## config.mk

```make
export PLATFORM = sky130hd
export DESIGN_NAME = tile_sequencer
export DESIGN_NICKNAME = d
export VERILOG_FILES = /design/src/rtl/tpu_pkg.sv /design/src/rtl/word_serializer.sv /design/src/rtl/tile_sequencer.sv
export SDC_FILE = /design/constraint.sdc
export NUM_CORES = 1
export LEC_CHECK = 0
export ABC_AREA = 1
export CAP_MARGIN = 20
export CORE_ASPECT_RATIO = 1.75
export CORE_UTILIZATION = 59
export DETAILED_ROUTE_END_ITERATION = 16
export GPL_TIMING_DRIVEN = 1
export PLACE_DENSITY = 0.84
export SLEW_MARGIN = 10
export SYNTH_ARGS = -nofsm -noshare
export SYNTH_HDL_FRONTEND = slang
export SYNTH_SLANG_ARGS = --single-unit
```

## constraint.sdc

```tcl
create_clock -name clk -period 2.8 [get_ports clk]
set_input_delay 0.56 -clock clk [delete_from_list [all_inputs] [get_ports clk]]
set_output_delay 0.56 -clock clk [all_outputs]
set_load 0.05 [all_outputs]
```

## src/rtl/tpu_pkg.sv

```systemverilog
// ---------------------------------------------------------------------------
// tpu_pkg
//   Shared definitions for the tile sequencing logic:
//   - FSM state encodings (legacy-compatible localparam constants)
//   - tile size and phase-length helpers
//   - counter-width helper
// ---------------------------------------------------------------------------
package tpu_pkg;

   localparam logic [2:0] ST_IDLE = 3'd0;
   localparam logic [2:0] ST_FILL = 3'd1;
   localparam logic [2:0] ST_LOAD = 3'd2;
   localparam logic [2:0] ST_GAP  = 3'd3;
   localparam logic [2:0] ST_INIT = 3'd4;
   localparam logic [2:0] ST_XFER = 3'd5;
   localparam logic [2:0] ST_WAIT = 3'd6;
   localparam logic [2:0] ST_DONE = 3'd7;

   // Word pairs per tile.
   function automatic int tile_words(input int n);
      return n * n;
   endfunction

   // Transfer window: the loader's read pipeline needs N+1 cycles to drain.
   function automatic int xfer_cycles(input int n);
      return n + 1;
   endfunction

   function automatic int max3(input int a, input int b, input int c);
      int m;
      m = (a > b) ? a : b;
      return (m > c) ? m : c;
   endfunction

   // Width of a counter that must hold 0..v-1 (never narrower than 1 bit).
   function automatic int cnt_w(input int v);
      return (v > 1) ? $clog2(v) : 1;
   endfunction

endpackage

```

## src/rtl/word_serializer.sv

```systemverilog
// ---------------------------------------------------------------------------
// word_serializer
//   Parallel-in / serial-out shift register, LSB first.
//   Ports:
//     clk, rst_n   clock / async active-low reset
//     i_load       capture i_din (takes priority over i_shift)
//     i_shift      shift right by one, zero-filling the MSB
//     i_din[D_W]   parallel word
//     o_bit        current serial bit (register bit 0)
// ---------------------------------------------------------------------------
module word_serializer #(
   parameter int D_W = 8
) (
   input  logic           clk,
   input  logic           rst_n,
   input  logic           i_load,
   input  logic           i_shift,
   input  logic [D_W-1:0] i_din,
   output logic           o_bit
);

   logic [D_W-1:0] r_sr;

   // NOTE: sequential state uses non-blocking assignments so every register
   // samples its inputs from the same pre-edge values.
   always_ff @(posedge clk or negedge rst_n) begin
      if (!rst_n)       r_sr <= '0;
      else if (i_load)  r_sr <= i_din;
      else if (i_shift) r_sr <= {1'b0, r_sr[D_W-1:1]};
   end

   assign o_bit = r_sr[0];

endmodule

```

## src/rtl/tile_sequencer.sv

```systemverilog
// ---------------------------------------------------------------------------
// tile_sequencer
//   Buffers N*N host (x,y) word pairs, streams them LSB-first on ser_x/ser_y
//   under load_en, pulses init to launch the array transfer, waits the
//   transfer and compute windows and pulses done.
//   Ports:
//     clk, rst_n            clock / async active-low reset
//     wr_valid/wr_ready     host word-pair handshake
//     wr_x, wr_y [D_W]      operand words
//     abort                 synchronous return to IDLE from any state
//     load_en, ser_x, ser_y serial operand stream to the loader
//     init                  one-cycle transfer launch
//     busy                  state != IDLE
//     done                  one-cycle tile-complete pulse
//     cycle_cnt [32]        (TILE_SEQ_PERF_EN only) LOAD-to-DONE cycle count
//   Build option: define TILE_SEQ_PERF_EN to add the cycle_cnt counter/port.
// ---------------------------------------------------------------------------
module tile_sequencer import tpu_pkg::*; #(
   parameter int D_W      = 8,
   parameter int N        = 2,
   parameter int GAP_CYC  = 2,
   parameter int COMP_CYC = 8
) (
   input  logic           clk,
   input  logic           rst_n,
   input  logic           wr_valid,
   output logic           wr_ready,
   input  logic [D_W-1:0] wr_x,
   input  logic [D_W-1:0] wr_y,
   input  logic           abort,
   output logic           load_en,
   output logic           ser_x,
   output logic           ser_y,
   output logic           init,
   output logic           busy,
   output logic           done
`ifdef TILE_SEQ_PERF_EN
   ,
   output logic [31:0]    cycle_cnt
`endif
);

   localparam int TILE_WORDS = tile_words(N);
   localparam int XFER_CYC   = xfer_cycles(N);
   localparam int BI_W       = cnt_w(D_W);
   localparam int WI_W       = $clog2(TILE_WORDS + 1);
   localparam int AW         = cnt_w(TILE_WORDS);
   localparam int PH_W       = cnt_w(max3(GAP_CYC, XFER_CYC, COMP_CYC));

   logic [2:0]      r_state;
   logic [WI_W-1:0] r_count;
   logic [WI_W-1:0] r_word;
   logic [BI_W-1:0] r_bit;
   logic [PH_W-1:0] r_phase;
   logic            r_lead;     // high during the lead-in cycle of LOAD
   logic [D_W-1:0]  r_buf_x [TILE_WORDS];
   logic [D_W-1:0]  r_buf_y [TILE_WORDS];

   logic            w_accept;
   logic            w_in_load;
   logic            w_last_bit;
   logic            w_last_word;
   logic            w_ser_load;
   logic            w_ser_shift;
   logic [AW-1:0]   w_ld_idx;
   logic [AW-1:0]   w_wr_idx;
   logic            w_sx;
   logic            w_sy;

   // abort wins over a write presented in the same cycle
   assign w_accept    = wr_valid && wr_ready && !abort;
   assign w_in_load   = (r_state == ST_LOAD);
   assign w_last_bit  = (r_bit == BI_W'(D_W - 1));
   assign w_last_word = (r_word == WI_W'(TILE_WORDS - 1));

   // The serializers are loaded at the end of the lead-in cycle and at the end
   // of each word's last bit, so the bit stream never stalls between words.
   assign w_ser_load  = w_in_load && (r_lead || (w_last_bit && !w_last_word));
   assign w_ser_shift = w_in_load && !w_ser_load;
   assign w_ld_idx    = r_lead ? '0 : AW'(r_word + 1'b1);
   assign w_wr_idx    = AW'(r_count);

   // NOTE: the operand buffer has no reset; every entry is written before it
   // is read, and leaving it out keeps it mappable to plain storage.
   always_ff @(posedge clk) begin
      if (w_accept) begin
         r_buf_x[w_wr_idx] <= wr_x;
         r_buf_y[w_wr_idx] <= wr_y;
      end
   end

   word_serializer #(.D_W(D_W)) u_ser_x (
      .clk     (clk),
      .rst_n   (rst_n),
      .i_load  (w_ser_load),
      .i_shift (w_ser_shift),
      .i_din   (r_buf_x[w_ld_idx]),
      .o_bit   (w_sx)
   );

   word_serializer #(.D_W(D_W)) u_ser_y (
      .clk     (clk),
      .rst_n   (rst_n),
      .i_load  (w_ser_load),
      .i_shift (w_ser_shift),
      .i_din   (r_buf_y[w_ld_idx]),
      .o_bit   (w_sy)
   );

   always_ff @(posedge clk or negedge rst_n) begin
      if (!rst_n) begin
         r_state <= ST_IDLE;
         r_count <= '0;
         r_word  <= '0;
         r_bit   <= '0;
         r_phase <= '0;
         r_lead  <= 1'b0;
      end else if (abort) begin
         r_state <= ST_IDLE;
         r_count <= '0;
         r_word  <= '0;
         r_bit   <= '0;
         r_phase <= '0;
         r_lead  <= 1'b0;
      end else begin
         case (r_state)
            ST_IDLE, ST_FILL: begin
               if (w_accept) begin
                  r_count <= r_count + 1'b1;
                  r_lead  <= 1'b1;
                  if (r_count == WI_W'(TILE_WORDS - 1)) r_state <= ST_LOAD;
                  else                                  r_state <= ST_FILL;
               end
            end
            ST_LOAD: begin
               if (r_lead) begin
                  r_lead <= 1'b0;
                  r_word <= '0;
                  r_bit  <= '0;
               end else if (w_last_bit) begin
                  r_bit <= '0;
                  if (w_last_word) begin
                     r_state <= ST_GAP;
                     r_phase <= '0;
                  end else begin
                     r_word <= r_word + 1'b1;
                  end
               end else begin
                  r_bit <= r_bit + 1'b1;
               end
            end
            ST_GAP: begin
               if (r_phase == PH_W'(GAP_CYC - 1)) begin
                  r_state <= ST_INIT;
                  r_phase <= '0;
               end else begin
                  r_phase <= r_phase + 1'b1;
               end
            end
            ST_INIT: begin
               r_state <= ST_XFER;
               r_phase <= '0;
            end
            ST_XFER: begin
               if (r_phase == PH_W'(XFER_CYC - 1)) begin
                  r_state <= ST_WAIT;
                  r_phase <= '0;
               end else begin
                  r_phase <= r_phase + 1'b1;
               end
            end
            ST_WAIT: begin
               if (r_phase == PH_W'(COMP_CYC - 1)) begin
                  r_state <= ST_DONE;
                  r_phase <= '0;
               end else begin
                  r_phase <= r_phase + 1'b1;
               end
            end
            ST_DONE: begin
               r_state <= ST_IDLE;
               r_count <= '0;
            end
            default: r_state <= ST_IDLE;
         endcase
      end
   end

   // Outputs decode from registered state, so reset/abort return them to
   // their idle values without extra clearing logic.
   assign wr_ready = ((r_state == ST_IDLE) || (r_state == ST_FILL))
                     && (r_count < WI_W'(TILE_WORDS));
   assign load_en  = w_in_load && (r_lead || !(w_last_bit && w_last_word));
   assign ser_x    = w_in_load && !r_lead && w_sx;
   assign ser_y    = w_in_load && !r_lead && w_sy;
   assign init     = (r_state == ST_INIT);
   assign busy     = (r_state != ST_IDLE);
   assign done     = (r_state == ST_DONE);

`ifdef TILE_SEQ_PERF_EN
   logic [31:0] r_perf_acc;
   logic [31:0] r_cycle_cnt;

   // r_perf_acc counts LOAD..WAIT; the DONE cycle itself is added at the latch.
   always_ff @(posedge clk or negedge rst_n) begin
      if (!rst_n) begin
         r_perf_acc  <= '0;
         r_cycle_cnt <= '0;
      end else if (abort) begin
         r_perf_acc  <= '0;
         r_cycle_cnt <= '0;
      end else begin
         case (r_state)
            ST_LOAD, ST_GAP, ST_INIT, ST_XFER, ST_WAIT:
               r_perf_acc <= r_perf_acc + 32'd1;
            ST_DONE: begin
               r_cycle_cnt <= r_perf_acc + 32'd1;
               r_perf_acc  <= '0;
            end
            default: r_perf_acc <= '0;
         endcase
      end
   end

   assign cycle_cnt = r_cycle_cnt;
`endif

endmodule

```

## Word level (Yosys, flattened, before mapping)

Memory sizes are Yosys's and may differ from the RTL's.
Cells that the tools add are included.
Widths: inputs -> output; s select.

- Add/sub/neg operators: 4
- $lt $le $gt $ge: 1
- Eq/ne operators: 21
- Mux-type cells: 40
- Reductions and logical operators: 33

Operators by type and width:

| operator | count |
|---|---|
| $mux 3 | 26 |
| $mux 8 | 4 |
| $pmux 3 s7 | 1 |
| $eq 3x3->1 const B | 6 |
| $ne 3x3->1 const B | 6 |
| $eq 3x2->1 const B | 5 |
| $pmux 3 s5 | 1 |
| $add 3x1->3 const B | 4 |
| $reduce_bool 3->1 | 4 |
| $logic_and 1x1->1 | 11 |
| $reduce_and 7->1 | 1 |
| $eq 3x1->1 const B | 2 |
| $ne 3x2->1 const B | 2 |
| $pmux 3 s2 | 1 |
| $reduce_bool 6->1 | 1 |
| $logic_not 1->1 | 5 |
| $mux 1 | 4 |
| $mux 2 | 2 |
| $reduce_and 2->1 | 2 |
| $reduce_and 4->1 | 1 |
| $reduce_bool 2->1 | 2 |
| $logic_not 3->1 | 1 |
| $logic_or 1x1->1 | 3 |
| $lt 3x3->1 const B | 1 |
| 3 further kinds | 3 |

- Register bits: 32
- RAM bits: 64
- Output and inout port bits: 7
- Memories kept: 2

Memories:

| memory | depth | bits a word | rd ports | clocked after Yosys merged registers in | write ports | RTL line | source |
|---|---|---|---|---|---|---|---|
| r_buf_x | 4 | 8 | 1 | 0 | 1 | tile_sequencer.sv:56 | `logic [D_W-1:0] r_buf_x [TILE_WORDS];` |
| r_buf_y | 4 | 8 | 1 | 0 | 1 | tile_sequencer.sv:57 | `logic [D_W-1:0] r_buf_y [TILE_WORDS];` |

## Depth between registers and ports, before layout

- Depth in word-level cells: 9
- Depth in mapped cells: 10
- Depth with buffers taken out: 9

## By module

Synthesis repeated with hierarchy kept, for this count alone.

- Cell total of the unflattened synthesis: 411
- Area total of the unflattened synthesis: 4346.7 um^2

By module, submodules not included:

| module | instances | cells each | area each (um^2) |
|---|---|---|---|
| tile_sequencer | 1 | 325 | 3593.4 |
| word_serializer | 2 | 43 | 376.6 |

## Worst setup path before layout

No wires, ideal clock.

- Path kind: register to register
- Start: register r_state[1]
- End: memory r_buf_x[0][0] (enable)
- Setup time: 389 ps
- Data arrival time: 2220 ps
- Path slack: 192 ps
- Cell stages (with the launch flop): 9
- Buffers on the path: 1
- Period minus slack after synthesis: 2608 ps
- Path through: dfrtp_1 buf_6 nor2_8 inv_1 nor2_2 nand2_1 nor2_1 inv_2 nor2_1

- Word-level cells in the longest chain between the ends: 7

Ends and longest elaborated chain:

| what | RTL line | source |
|---|---|---|
| start, declared | tile_sequencer.sv:50 | `logic [2:0] r_state;` |
| start signal, assigned | tile_sequencer.sv:112 | `r_state <= ST_IDLE;` |
| start signal, assigned | tile_sequencer.sv:119 | `r_state <= ST_IDLE;` |
| start signal, assigned | tile_sequencer.sv:131 | `if (r_count == WI_W'(TILE_WORDS - 1)) r_state <= ST_LOAD;` |
| $eq 3x1->1 / $logic_not 3->1 (equally long branches) | tile_sequencer.sv:191 | `assign wr_ready = ((r_state == ST_IDLE) \|\| (r_state == ST_FILL))` |
| $logic_or 1x1->1 * | tile_sequencer.sv:191 |  |
| $logic_and 1x1->1 * | tile_sequencer.sv:192 | `&& (r_count < WI_W'(TILE_WORDS));` |
| via wr_ready | tile_sequencer.sv:27 | `output logic wr_ready,` |
| $logic_and 1x1->1 * (2 in a row) | tile_sequencer.sv:71 | `assign w_accept = wr_valid && wr_ready && !abort;` |
| $mux 1 * | tile_sequencer.sv:86 | `if (w_accept) begin` |
| $mux 1 (not written as such) * | tile_sequencer.sv:87 | `r_buf_x[w_wr_idx] <= wr_x;` |
| end, declared | tile_sequencer.sv:56 |  |

The timed path passes the listed nets; every way through them passes the cells marked *.

## Final worst setup path

- Start: register r_state[2]
- End: output init

- Word-level cells in the longest chain between the ends: 1

Ends and longest elaborated chain:

| what | RTL line | source |
|---|---|---|
| $eq 3x3->1 | tile_sequencer.sv:196 | `assign init = (r_state == ST_INIT);` |
| end, declared | tile_sequencer.sv:34 | `output logic init,` |

Every way passes these cells.

==> results <==
## state kept, by name, indices dropped and copies added (netlist names)
name and count:
r_phase 3, u_ser_x.r_sr 8, r_lead 1, r_state 3
r_bit 3, u_ser_y.r_sr 8, r_buf_x 32, r_count 3
r_buf_y 32, r_word 3
## worst min path at each step
stage / startpoint / end / slack, ns / cells past startpoint
floorplan: rst_n / r_bit[0] / 0.26 / 0
global placement: u_ser_y.r_sr[7] / u_ser_y.r_sr[7] / 0.47 / 2
detailed placement: u_ser_y.r_sr[7] / u_ser_y.r_sr[7] / 0.47 / 2
CTS: u_ser_x.r_sr[0] / u_ser_x.r_sr[0] / 0.49 / 2
global route: u_ser_y.r_sr[3] / u_ser_y.r_sr[3] / 0.51 / 2
finish: u_ser_y.r_sr[4] / u_ser_y.r_sr[4] / 0.49 / 2
## repair_timing
item	in CTS	in global routing
gates resized for setup	0	1
endpoints found under the hold margin	0	0
setup endpoints to repair	0	1
hold buffers	0	0
## kinds of logic (layout without fill, tap and decap cells)
kind of cell	Yosys count	in the layout	share of synthesized area
AOI/OAI and AO/OA	75	75	0.09047
adders and majority gates	13	13	0.03722
buffers and inverters	51	83	0.05525
DFF	96	96	0.6230
and+or+nand+nor	197	197	0.1941
## metal layers
layer  GRT usage  vias up  part of all wire
met5           0        -                 0
met4      0.1376        0             0.033
met3     0.04823       22             0.039
met2      0.4627       86              0.56
met1      0.2621     1463              0.37
li1            -     1497                 -
## layout make-up
type                       count  share of cell area
clock buffer                  11             0.04697
timing repair buffer          33             0.06212
inverter                      34             0.02626
clock inverter                 5            0.009596
tap                           86             0.02172
sequential                    96              0.5495
multi-input combinational    285              0.2838
## power groups by stage
stage	Clock, W	Sequential [W]	Combinational [W]
floorplan	0	0.00175	0.000302
global placement	0	0.00177	0.000406
detailed placement	0	0.00178	0.000428
CTS	0.00118	0.00175	0.000432
global route	0.00124	0.00176	0.000479
finish	0.00116	0.00175	0.000428
## Yosys cell counts, types with 2 or more instances
master	instances
a21oi_1	20
and3_1	2
buf_2	11
buf_4	3
buf_6	3
dfrtp_1	32
edfxtp_1	64
ha_1	13
inv_1	27
inv_2	6
nand2_1	88
nand3_1	25
nor2_1	71
nor2_2	2
nor2_4	2
nor2_8	2
o21ai_0	39
o21ai_1	11
o22ai_1	2
## metrics by stage
step / total power, W / worst slack [ns] / instance area, um^2
after CTS: 0.003356 / 0.08819 / 4952
after detailed placement: 0.002204 / 0.4567 / 4672
final: 0.003338 / 0.1706 / 4955
after floorplan: 0.002051 / 0.1916 / 4370
after global routing: 0.003484 / 0.08706 / 4955
after global placement: 0.002173 / 0.4912 / 4672
## tightest hold or removal path: cells and delay by family (launching register included)
kind / cells / cell delay [ns]
AO/OA/AOI/OAI: 1 / 0.06
AND/OR/NAND/NOR: 1 / 0.06
flip-flops: 1 / 0.34
==> run_results.csv <==
group,metric,value,unit
timing,rsz0062_at_grt,"false",
placed_design,dp_hpwl,5659,um
synthesis,synthTopCellsByArea,"edfxtp_1, dfrtp_1, nand2_1",
timing,finalCritPeriodShare,0.9391,
timing,final.setup.tns,0,ns
setup_path,max_stage_delay,0.82,ns
power,power.internal,0.002503,W
setup_path,required,2.24,ns
die,coreArea,7182,um^2
setup_path,slowest_stage,"clkdlybuf4s50_1",
placed_design,place.gp.congestion,0.7847,
setup_path,cp.buffers_inverters,2,
setup_path,cp_top_family,"buffers and inverters",
die,dieHeight,115.9,um
power,power_density,673.7,nW/um^2
detailed_routing,firstDrtPassIters,5,
detailed_routing,vias,3068,
synthesis,syn_area,4370,um^2
power,netSwitchingFraction,0.2501,
timing,fin_worst_skew,0.004988,ns
synthesis,synth_edf_count,64,
synthesis,avgSynthCellArea,10.12,um^2
synthesis,synth.yosys.warnings,0,
timing,worst_slew_pin_slew,0.6441,ns
cells_and_area,multi_input_area,1406,um^2
synthesis,async_flop_share,0.3333,
setup_path,reg2reg_to,"r_word[2]",
cts,cts_made_buffers,9,
die,die-width,67.06,um
setup_path,cp_max_fo,8,
cells_and_area,layout.cells.most_common,"nand2_1",
synthesis,synth_area_leader_cell,"edfxtp_1",
power,ir_drop,0.5997,mV
timing,setup_violations,0,
cts,clk_latency,0.34,ns
setup_path,cp_cell_sequence,"inv_1, nor3_1, clkdlybuf4s50_1",
synthesis,synth.ff_latch_count,96,
setup_path,endpoint,"init",
setup_path,r2r_setup_slack,0.71,ns
grt,grt_pass1_vias,3015,
timing,holdWs,0.4918,ns
cells_and_area,nets,492,
cts,cts_setup_buffers,0,
cells_and_area,drive_gt1_frac,0.08405,
cells_and_area,post-route-util,0.6899,
setup_path,r2r_start,"r_state[1]",
detailed_routing,finalWirelength,8578,um
setup_path,worstPathArrival,2.07,ns
power,clkPwrFrac,0.347,
job,maxCapViolCount,0,
synthesis,ys.flop_type,"edfxtp_1",
grt,grt_pass1_wl,13940,um
cells_and_area,area_growth,13.37,%
synthesis,yosysSeqAreaShare,0.6230,
die,initial_core_util,0.6085,
setup_path,worstSetupPathType,"flip-flop to primary output",
cells_and_area,fin_cells,550,
power,p_seq_frac,0.525,
setup_path,r2r_cells,7,
cts,clkSlewWorstSetupHoldPaths,0.06,ns
grt,grt_max_degree,33,
synthesis,post_synth_num_cell_types,28,
detailed_routing,drtIter0Drc,220,
setup_path,start_kind,"flip-flop",
synthesis,synth_fp_nets,465,
outcome,status,"finished clean",
die,die_area,7769,um^2
timing,relSlewSlack,0.5701,
synthesis,synthCells,432,
cells_and_area,layout_common_cells,"nand2_1, nor2_1, edfxtp_1",
timing,min_period,2.629,ns
detailed_routing,postRouteAntennaNets,0,
cts,cts-root-buf,"clkbuf_16",
power,power_leakage,2.150,nW
cts,cts_tree,"built",
timing,drv_slew,0,
placed_design,io_buffer_count,26,
detailed_routing,drc,0,
die,ios,27,
setup_path,crit_cells,3,
synthesis,synth_top_area_share,0.4397,
die,rows,41,
detailed_routing,viasPerCell,5.578,
power,pwr-share-comb,0.128,
min_path,hp-class,"flip-flop to flip-flop",
setup_path,endpoint_kind,"primary output",
cells_and_area,nFillCells,537,
cells_and_area,regArea,2723,um^2
timing,fmax,380.3,MHz
cells_and_area,diodes,0,
grt,grt_overflow_total,0,
cts,cts.sinks,96,
power,p_switching,0.0008350,W
detailed_routing,wl_per_cell,15.60,um
cts,cts_buffer_depth,2,
grt,antenna_found_initial,0,
grt,grt_usage,0.2534,
cts,cts_max_level,3,
setup_path,critPathLaunch,"r_state[2]",
timing,hold_viol_final,0,
placed_design,place_inst,534,
Note: power is estimated with default switching activity, not from simulation.
